<file path="src/rtl/data_bus_arbiter_pkg.sv">
// Shared types for the data-memory port: master identifiers, lock counter width
// and the request bundle also used by the DMA block.
package data_bus_arbiter_pkg;

    typedef enum logic [1:0] {
        MST_NONE = 2'd0,
        MST_0    = 2'd1,
        MST_1    = 2'd2
    } master_id_t;

    localparam int DATA_BUS_LOCK_W = 8;
    localparam int DATA_BUS_ADDR_W = 32;
    localparam int DATA_BUS_DATA_W = 32;

    typedef struct packed {
        logic                         we;
        logic                         lock;
        logic [DATA_BUS_ADDR_W-1:0]   addr;
        logic [DATA_BUS_DATA_W-1:0]   wdata;
        logic [DATA_BUS_DATA_W/8-1:0] be;
    } data_bus_req_t;

    function automatic master_id_t master_of(input int idx);
        return (idx == 0) ? MST_0 : MST_1;
    endfunction

endpackage

</file>
<file path="src/rtl/rr_arbiter2.sv">
// Two-way winner selection: a lone requester wins, a live lock holder keeps the
// port under contention, otherwise the master that did not win last goes next.
module rr_arbiter2
    import data_bus_arbiter_pkg::*;
(
    input  logic [1:0] req,
    input  logic       last,
    input  logic [1:0] owner,
    input  logic       lock_expired,
    output logic [1:0] winner
);

    always_comb begin
        winner = MST_NONE;
        unique case (req)
            2'b01: winner = MST_0;
            2'b10: winner = MST_1;
            2'b11: begin
                if (owner != MST_NONE && !lock_expired) begin
                    winner = owner;
                end else begin
                    winner = last ? MST_0 : MST_1;
                end
            end
            default: winner = MST_NONE;
        endcase
    end

endmodule

</file>
<file path="src/rtl/data_bus_arbiter.sv">
// Two-master, one-slave arbiter for the shared data-memory port with round-robin
// fairness, a bounded lock for atomic sequences and one-cycle read return.
module data_bus_arbiter
    import data_bus_arbiter_pkg::*;
#(
    parameter int ADDR_WIDTH = 32,
    parameter int DATA_WIDTH = 32,
    parameter int MAX_LOCK   = 8
) (
    input  logic                    i_clock,
    input  logic                    i_reset,
    input  logic                    i_m0_req,
    input  logic                    i_m1_req,
    input  logic                    i_m0_we,
    input  logic                    i_m1_we,
    input  logic                    i_m0_lock,
    input  logic                    i_m1_lock,
    input  logic [ADDR_WIDTH-1:0]   i_m0_addr,
    input  logic [ADDR_WIDTH-1:0]   i_m1_addr,
    input  logic [DATA_WIDTH-1:0]   i_m0_wdata,
    input  logic [DATA_WIDTH-1:0]   i_m1_wdata,
    input  logic [DATA_WIDTH/8-1:0] i_m0_be,
    input  logic [DATA_WIDTH/8-1:0] i_m1_be,
    output logic                    o_m0_gnt,
    output logic                    o_m1_gnt,
    output logic                    o_m0_rvalid,
    output logic                    o_m1_rvalid,
    output logic [DATA_WIDTH-1:0]   o_m0_rdata,
    output logic [DATA_WIDTH-1:0]   o_m1_rdata,
    output logic                    o_mem_we,
    output logic                    o_mem_re,
    output logic [ADDR_WIDTH-1:0]   o_mem_addr,
    output logic [DATA_WIDTH-1:0]   o_mem_wdata,
    output logic [DATA_WIDTH/8-1:0] o_mem_be,
    input  logic [DATA_WIDTH-1:0]   i_mem_rdata
);

    localparam logic [DATA_BUS_LOCK_W-1:0] LOCK_LIMIT = DATA_BUS_LOCK_W'(MAX_LOCK);

    logic                       last_q, last_next;
    master_id_t                 owner_q, owner_next;
    master_id_t                 rd_owner_q, rd_owner_next;
    logic [DATA_BUS_LOCK_W-1:0] lock_cnt_q, lock_cnt_next;

    logic [1:0] req_v;
    logic [1:0] gnt_v;
    logic [1:0] rvalid_v;
    logic [1:0] arb_winner;
    logic       lock_expired;
    master_id_t grant_id;
    logic       grant_we;
    logic       grant_lock;
    logic       other_req;

    assign req_v        = {i_m1_req, i_m0_req};
    assign lock_expired = (lock_cnt_q >= LOCK_LIMIT);

    rr_arbiter2 u_rr (
        .req          (req_v),
        .last         (last_q),
        .owner        (owner_q),
        .lock_expired (lock_expired),
        .winner       (arb_winner)
    );

    // Nothing is granted while reset is held, so every strobe stays low.
    assign grant_id = i_reset ? master_id_t'(arb_winner) : MST_NONE;

    for (genvar gi = 0; gi < 2; gi++) begin : g_master
        assign gnt_v[gi]    = (grant_id == master_of(gi));
        assign rvalid_v[gi] = (rd_owner_q == master_of(gi));
    end

    assign o_m0_gnt    = gnt_v[0];
    assign o_m1_gnt    = gnt_v[1];
    assign o_m0_rvalid = rvalid_v[0];
    assign o_m1_rvalid = rvalid_v[1];
    assign o_m0_rdata  = i_mem_rdata;
    assign o_m1_rdata  = i_mem_rdata;

    always_comb begin
        o_mem_addr  = '0;
        o_mem_wdata = '0;
        o_mem_be    = '0;
        grant_we    = 1'b0;
        grant_lock  = 1'b0;
        other_req   = 1'b0;
        unique case (grant_id)
            MST_0: begin
                grant_we    = i_m0_we;
                grant_lock  = i_m0_lock;
                other_req   = i_m1_req;
                o_mem_addr  = i_m0_addr;
                o_mem_wdata = i_m0_wdata;
                o_mem_be    = i_m0_be;
            end
            MST_1: begin
                grant_we    = i_m1_we;
                grant_lock  = i_m1_lock;
                other_req   = i_m0_req;
                o_mem_addr  = i_m1_addr;
                o_mem_wdata = i_m1_wdata;
                o_mem_be    = i_m1_be;
            end
            default: ;
        endcase
        o_mem_we = (grant_id != MST_NONE) && grant_we;
        o_mem_re = (grant_id != MST_NONE) && !grant_we;
    end

    always_comb begin
        last_next     = last_q;
        owner_next    = owner_q;
        lock_cnt_next = lock_cnt_q;
        rd_owner_next = MST_NONE;

        if (grant_id != MST_NONE) begin
            last_next = (grant_id == MST_1);
            if (!grant_we) begin
                rd_owner_next = grant_id;
            end
        end

        // The counter only advances while the holder beats a live contender;
        // an uncontested lock therefore never runs out.
        if (owner_q == MST_NONE) begin
            if (grant_id != MST_NONE && grant_lock) begin
                owner_next = grant_id;
            end
        end else if (grant_id == owner_q && grant_lock) begin
            if (other_req && lock_cnt_q < LOCK_LIMIT) begin
                lock_cnt_next = lock_cnt_q + DATA_BUS_LOCK_W'(1);
            end
        end else begin
            owner_next    = MST_NONE;
            lock_cnt_next = '0;
        end
    end

    always_ff @(posedge i_clock or negedge i_reset) begin
        if (!i_reset) begin
            last_q     <= 1'b1;
            owner_q    <= MST_NONE;
            lock_cnt_q <= '0;
            rd_owner_q <= MST_NONE;
        end else begin
            last_q     <= last_next;
            owner_q    <= owner_next;
            lock_cnt_q <= lock_cnt_next;
            rd_owner_q <= rd_owner_next;
        end
    end

endmodule

</file>
<file path="config.mk">
export PLATFORM = sky130hd
export DESIGN_NAME = data_bus_arbiter
export DESIGN_NICKNAME = d
export VERILOG_FILES = /design/src/rtl/data_bus_arbiter_pkg.sv /design/src/rtl/rr_arbiter2.sv /design/src/rtl/data_bus_arbiter.sv
export SDC_FILE = /design/constraint.sdc
export NUM_CORES = 1
export LEC_CHECK = 0
export CAP_MARGIN = 30
export CORE_AREA = 8 8 116 118
export CTS_BUF_LIST = sky130_fd_sc_hd__clkbuf_4
export CTS_CLUSTER_DIAMETER = 200
export DETAILED_ROUTE_END_ITERATION = 6
export DIE_AREA = 0 0 124 126
export HOLD_SLACK_MARGIN = 0.12
export PLACE_DENSITY = 0.67
export SETUP_SLACK_MARGIN = 0.1
export SLEW_MARGIN = 20
export SYNTH_ARGS = -nofsm -noshare
export SYNTH_HDL_FRONTEND = slang
export SYNTH_SLANG_ARGS = --single-unit
</file>
<file path="constraint.sdc">
create_clock -name i_clock -period 3.26 [get_ports i_clock]
set_input_delay 0.652 -clock i_clock [delete_from_list [all_inputs] [get_ports i_clock]]
set_output_delay 0.652 -clock i_clock [all_outputs]
set_load 0.005 [all_outputs]
</file>
==> metrics.md <==
| Metric | Value |
|---|---|
| Global-route wire length before repair | 18.2 mm |
| Most Used Layer, Global Route | met2 |
| Worst setup EP type | output port |
| Number of enable flip-flop cells after synthesis | 0 |
| Main combinational cell family by area after synthesis | compound AO/OA/AOI/OAI gates |
| Mux cell area share after synthesis | 0.0140 |
| Vias in the first global route | 3,226 |
| Yosys reg bits | 13 |
| Final instance area | 4860 sq um |
| Initial core utilization | 0.199 |
| H-tree levels | 1 |
| Slack of the critical path | 0.118 ns |
| Startpoint types | flop |
| Clk sink count | 13 |
| CTS clk-pin slew, worst paths | 0.09 ns |
| Worst Tran Pin Value | 0.385 ns |
| Worst vdd ir | 0.124 mV |
| GPL Wtd Cong | 0.841 |
| Synth Net Count | 483 |
| Synthesized area | 2320 sq um |
| Maxcap violations | 0 |
| CTS tree | built |
| Worst path required time | 2.61 ns |
| Area grow syn2layout | 109% |
| Post-synth top flop | dfrtp_1 |
| Placed inst area | 4390 sq um |
| Root Buffer | clkbuf_4 |
| Peak Freq | 0.318 GHz |
| Nets | 666 |
| Register area share after synthesis | 0.140 |
| Top cell type's share of synthesized area | 0.223 |
| Synth Warn # | 0 |
| Critical setup path kind | reg -> out |
| M1 GR Usage | 0.160 |
| Met3 Usage GRT | 0.0424 |
| Worst EP arrival | 2.49 ns |
| Final wirelength | 13.2 mm |
| Area leader, netlist | a22oi_1 |
| PortBufs | 217 |
| Global Route Usage Sum | 0.149 |
| Setup violations, final | 0 |
| Unrepaired setup endpoints after global routing | yes |
| Most common library cells after synthesis | nor2b_1, a22oi_1, buf_4, clkbuf_1, dfrtp_1 |
| Final Max Slew Viols | 0 |
| Final Hold Vio Count | 0 |
| Cell variety after synth | 39 |
| Via count | 3,005 |
| Vias per cell | 4.76 |
| Drt drc | 0 |
| Antenna violations before repair | 1 |
| # diodes | 0 |
| Slew HR | 0.742 |
| Iteration-0 DRC Markers | 116 |
| Fin crit share | 0.964 |
| Count leader, synth | nor2b_1 |
| Std-Cell Rows | 40 |
| Share of cells above drive strength 1 | 0.298 |
| DP Worst Slack | -0.342 ns |
| M2 GR Usage | 0.270 |
| Final Skew | 0.00675 ns |
| Average size of a mapped cell | 7.70 sq um |
| Pwr per Cell Area | 216 nW/um^2 |
| Complex-gate fraction of the synthesized area | 0.293 |
| Routed len/inst | 21.0 um |
| Drt pass-1 iters | 5 |
| Largest fanout on the critical path | 21 |
| Pin count of the biggest net entering global routing | 28 |
| Worst min-delay path class | in -> async |
| Core Box Area | 11,700 sq um |
| Ranking of synthesized cells by area | a22oi_1, buf_4, nor2b_1 |
| Post-Synthesis Cells | 302 |
| Post-synthesis xor/xnor area fraction | 0.00377 |
| Later-pin clock latency in the skew report | 0.29 ns |
| FFs w/ async S/R, synth | 1.00 |
| Final global-route overflow total | 0 |
| Antenna-violating nets left | 0 |
| Chip height | 126 um |
| Status | complete, no violations |
| Post-synthesis simple-gate area fraction | 0.264 |
| Die Area | 15,600 sq um |
| Fin Hold WS | 0.513 ns |
| CTS Buf Count | 3 |
| Adder-cell share of the synthesized area | 0.0269 |
| IO Count | 314 |
| Die X | 124 um |
| Dpl hpwl | 9.16 mm |
| Fin crit period | 3.14 ns |
| Lkg Pwr | 1.94 nW |
| Clock Path Buffers | 2 |
final timing paths:
path | cells past startpoint | start | to | slack, ns
min | 2 | i_reset | rd_owner_q[0] | 0.51
max in group asynchronous | 2 | i_reset | lock_cnt_q[1] | 2.56
min reg2reg | 1 | lock_cnt_q[5] | lock_cnt_q[5] | 0.52
max reg2reg | 14 | owner_q[0] | lock_cnt_q[1] | 0.25
max | 11 | lock_cnt_q[7] | o_mem_wdata[29] | 0.12
min in group i_clock | 1 | lock_cnt_q[5] | lock_cnt_q[5] | 0.52
logic make-up after synthesis:
group / Yosys count
muxes: 3
and+or+nand+nor: 99
xor gates and xnor gates: 1
AOI/OAI and AO/OA: 86
adders and majority gates: 5
DFF: 13
buffers and inverters: 95
registers in the layout, indices dropped and copies added (netlist names):
signal      flops
owner_q         2
rd_owner_q      2
lock_cnt_q      8
last_q          1
where the power goes:
group	internal (mW)	total (mW)	switching, mW	leakage, nW
sequential	0.169	0.174	0.00497	0.177
combinational	0.462	0.760	0.298	1.74
clock	0.0560	0.116	0.0605	0.0184
total	0.687	1.05	0.364	1.94
routing by layer:
layer / vias to the layer above / routed length (um)
met4: 2 / 330
met1: 1388 / 4800
met3: 50 / 1410
li1: 1369 / -
met2: 196 / 6660
met5: - / 20
area by class of cell:
class | count | area [sq um]
clock buffer | 4 | 30.0
fill | 1149 | 6850
inverter | 7 | 26.3
multi-input combinational | 194 | 1650
sequential | 13 | 327
tap | 147 | 184
timing repair buffer | 266 | 2650
timing repair:
| item | 4_1_cts | 5_1_grt |
|---|---|---|
| buffers inserted | 10 | 4 |
| endpoints found under the setup margin | 71 | 72 |
| hold buffers | 0 | 0 |
| gates cloned | 7 | 2 |
| resized for setup | 163 | 63 |
| pin swaps | 4 | 5 |
per-stage QoR:
stage	TNS, ns	power, mW	cells	util
3_5_place_dp	-15.93	0.789	604	0.374
3_3_place_gp	-13.36	0.781	604	0.374
4_1_cts	0	1.02	625	0.410
2_1_floorplan	0	0.472	302	-
6_report	0	1.05	631	0.415
5_1_grt	0	1.10	631	0.415
placed cells by master (no fill, tap or decap), drive strengths merged, types with 7 or more instances in the layout:
cell type,netlist,layout
dfrtp,12,12
clkdlybuf4s15,0,8
buf,67,58
dlygate4sd2,0,31
a22oi,69,69
inv,7,7
clkbuf,21,30
nor2b,75,75
nor2,7,7
clkdlybuf4s50,0,143
worst max-delay path: stages (launching register included):
cell           delay, ns
dfrtp_1             0.41
nor3_4              0.24
buf_4               0.16
nand3_4             0.07
o21ai_2             0.13
a21o_4              0.17
inv_2               0.05
ha_4                0.20
buf_12              0.17
a22oi_2             0.24
nor2b_1             0.08
dlygate4sd2_1       0.27
Note: power is estimated with default switching activity, not from simulation.
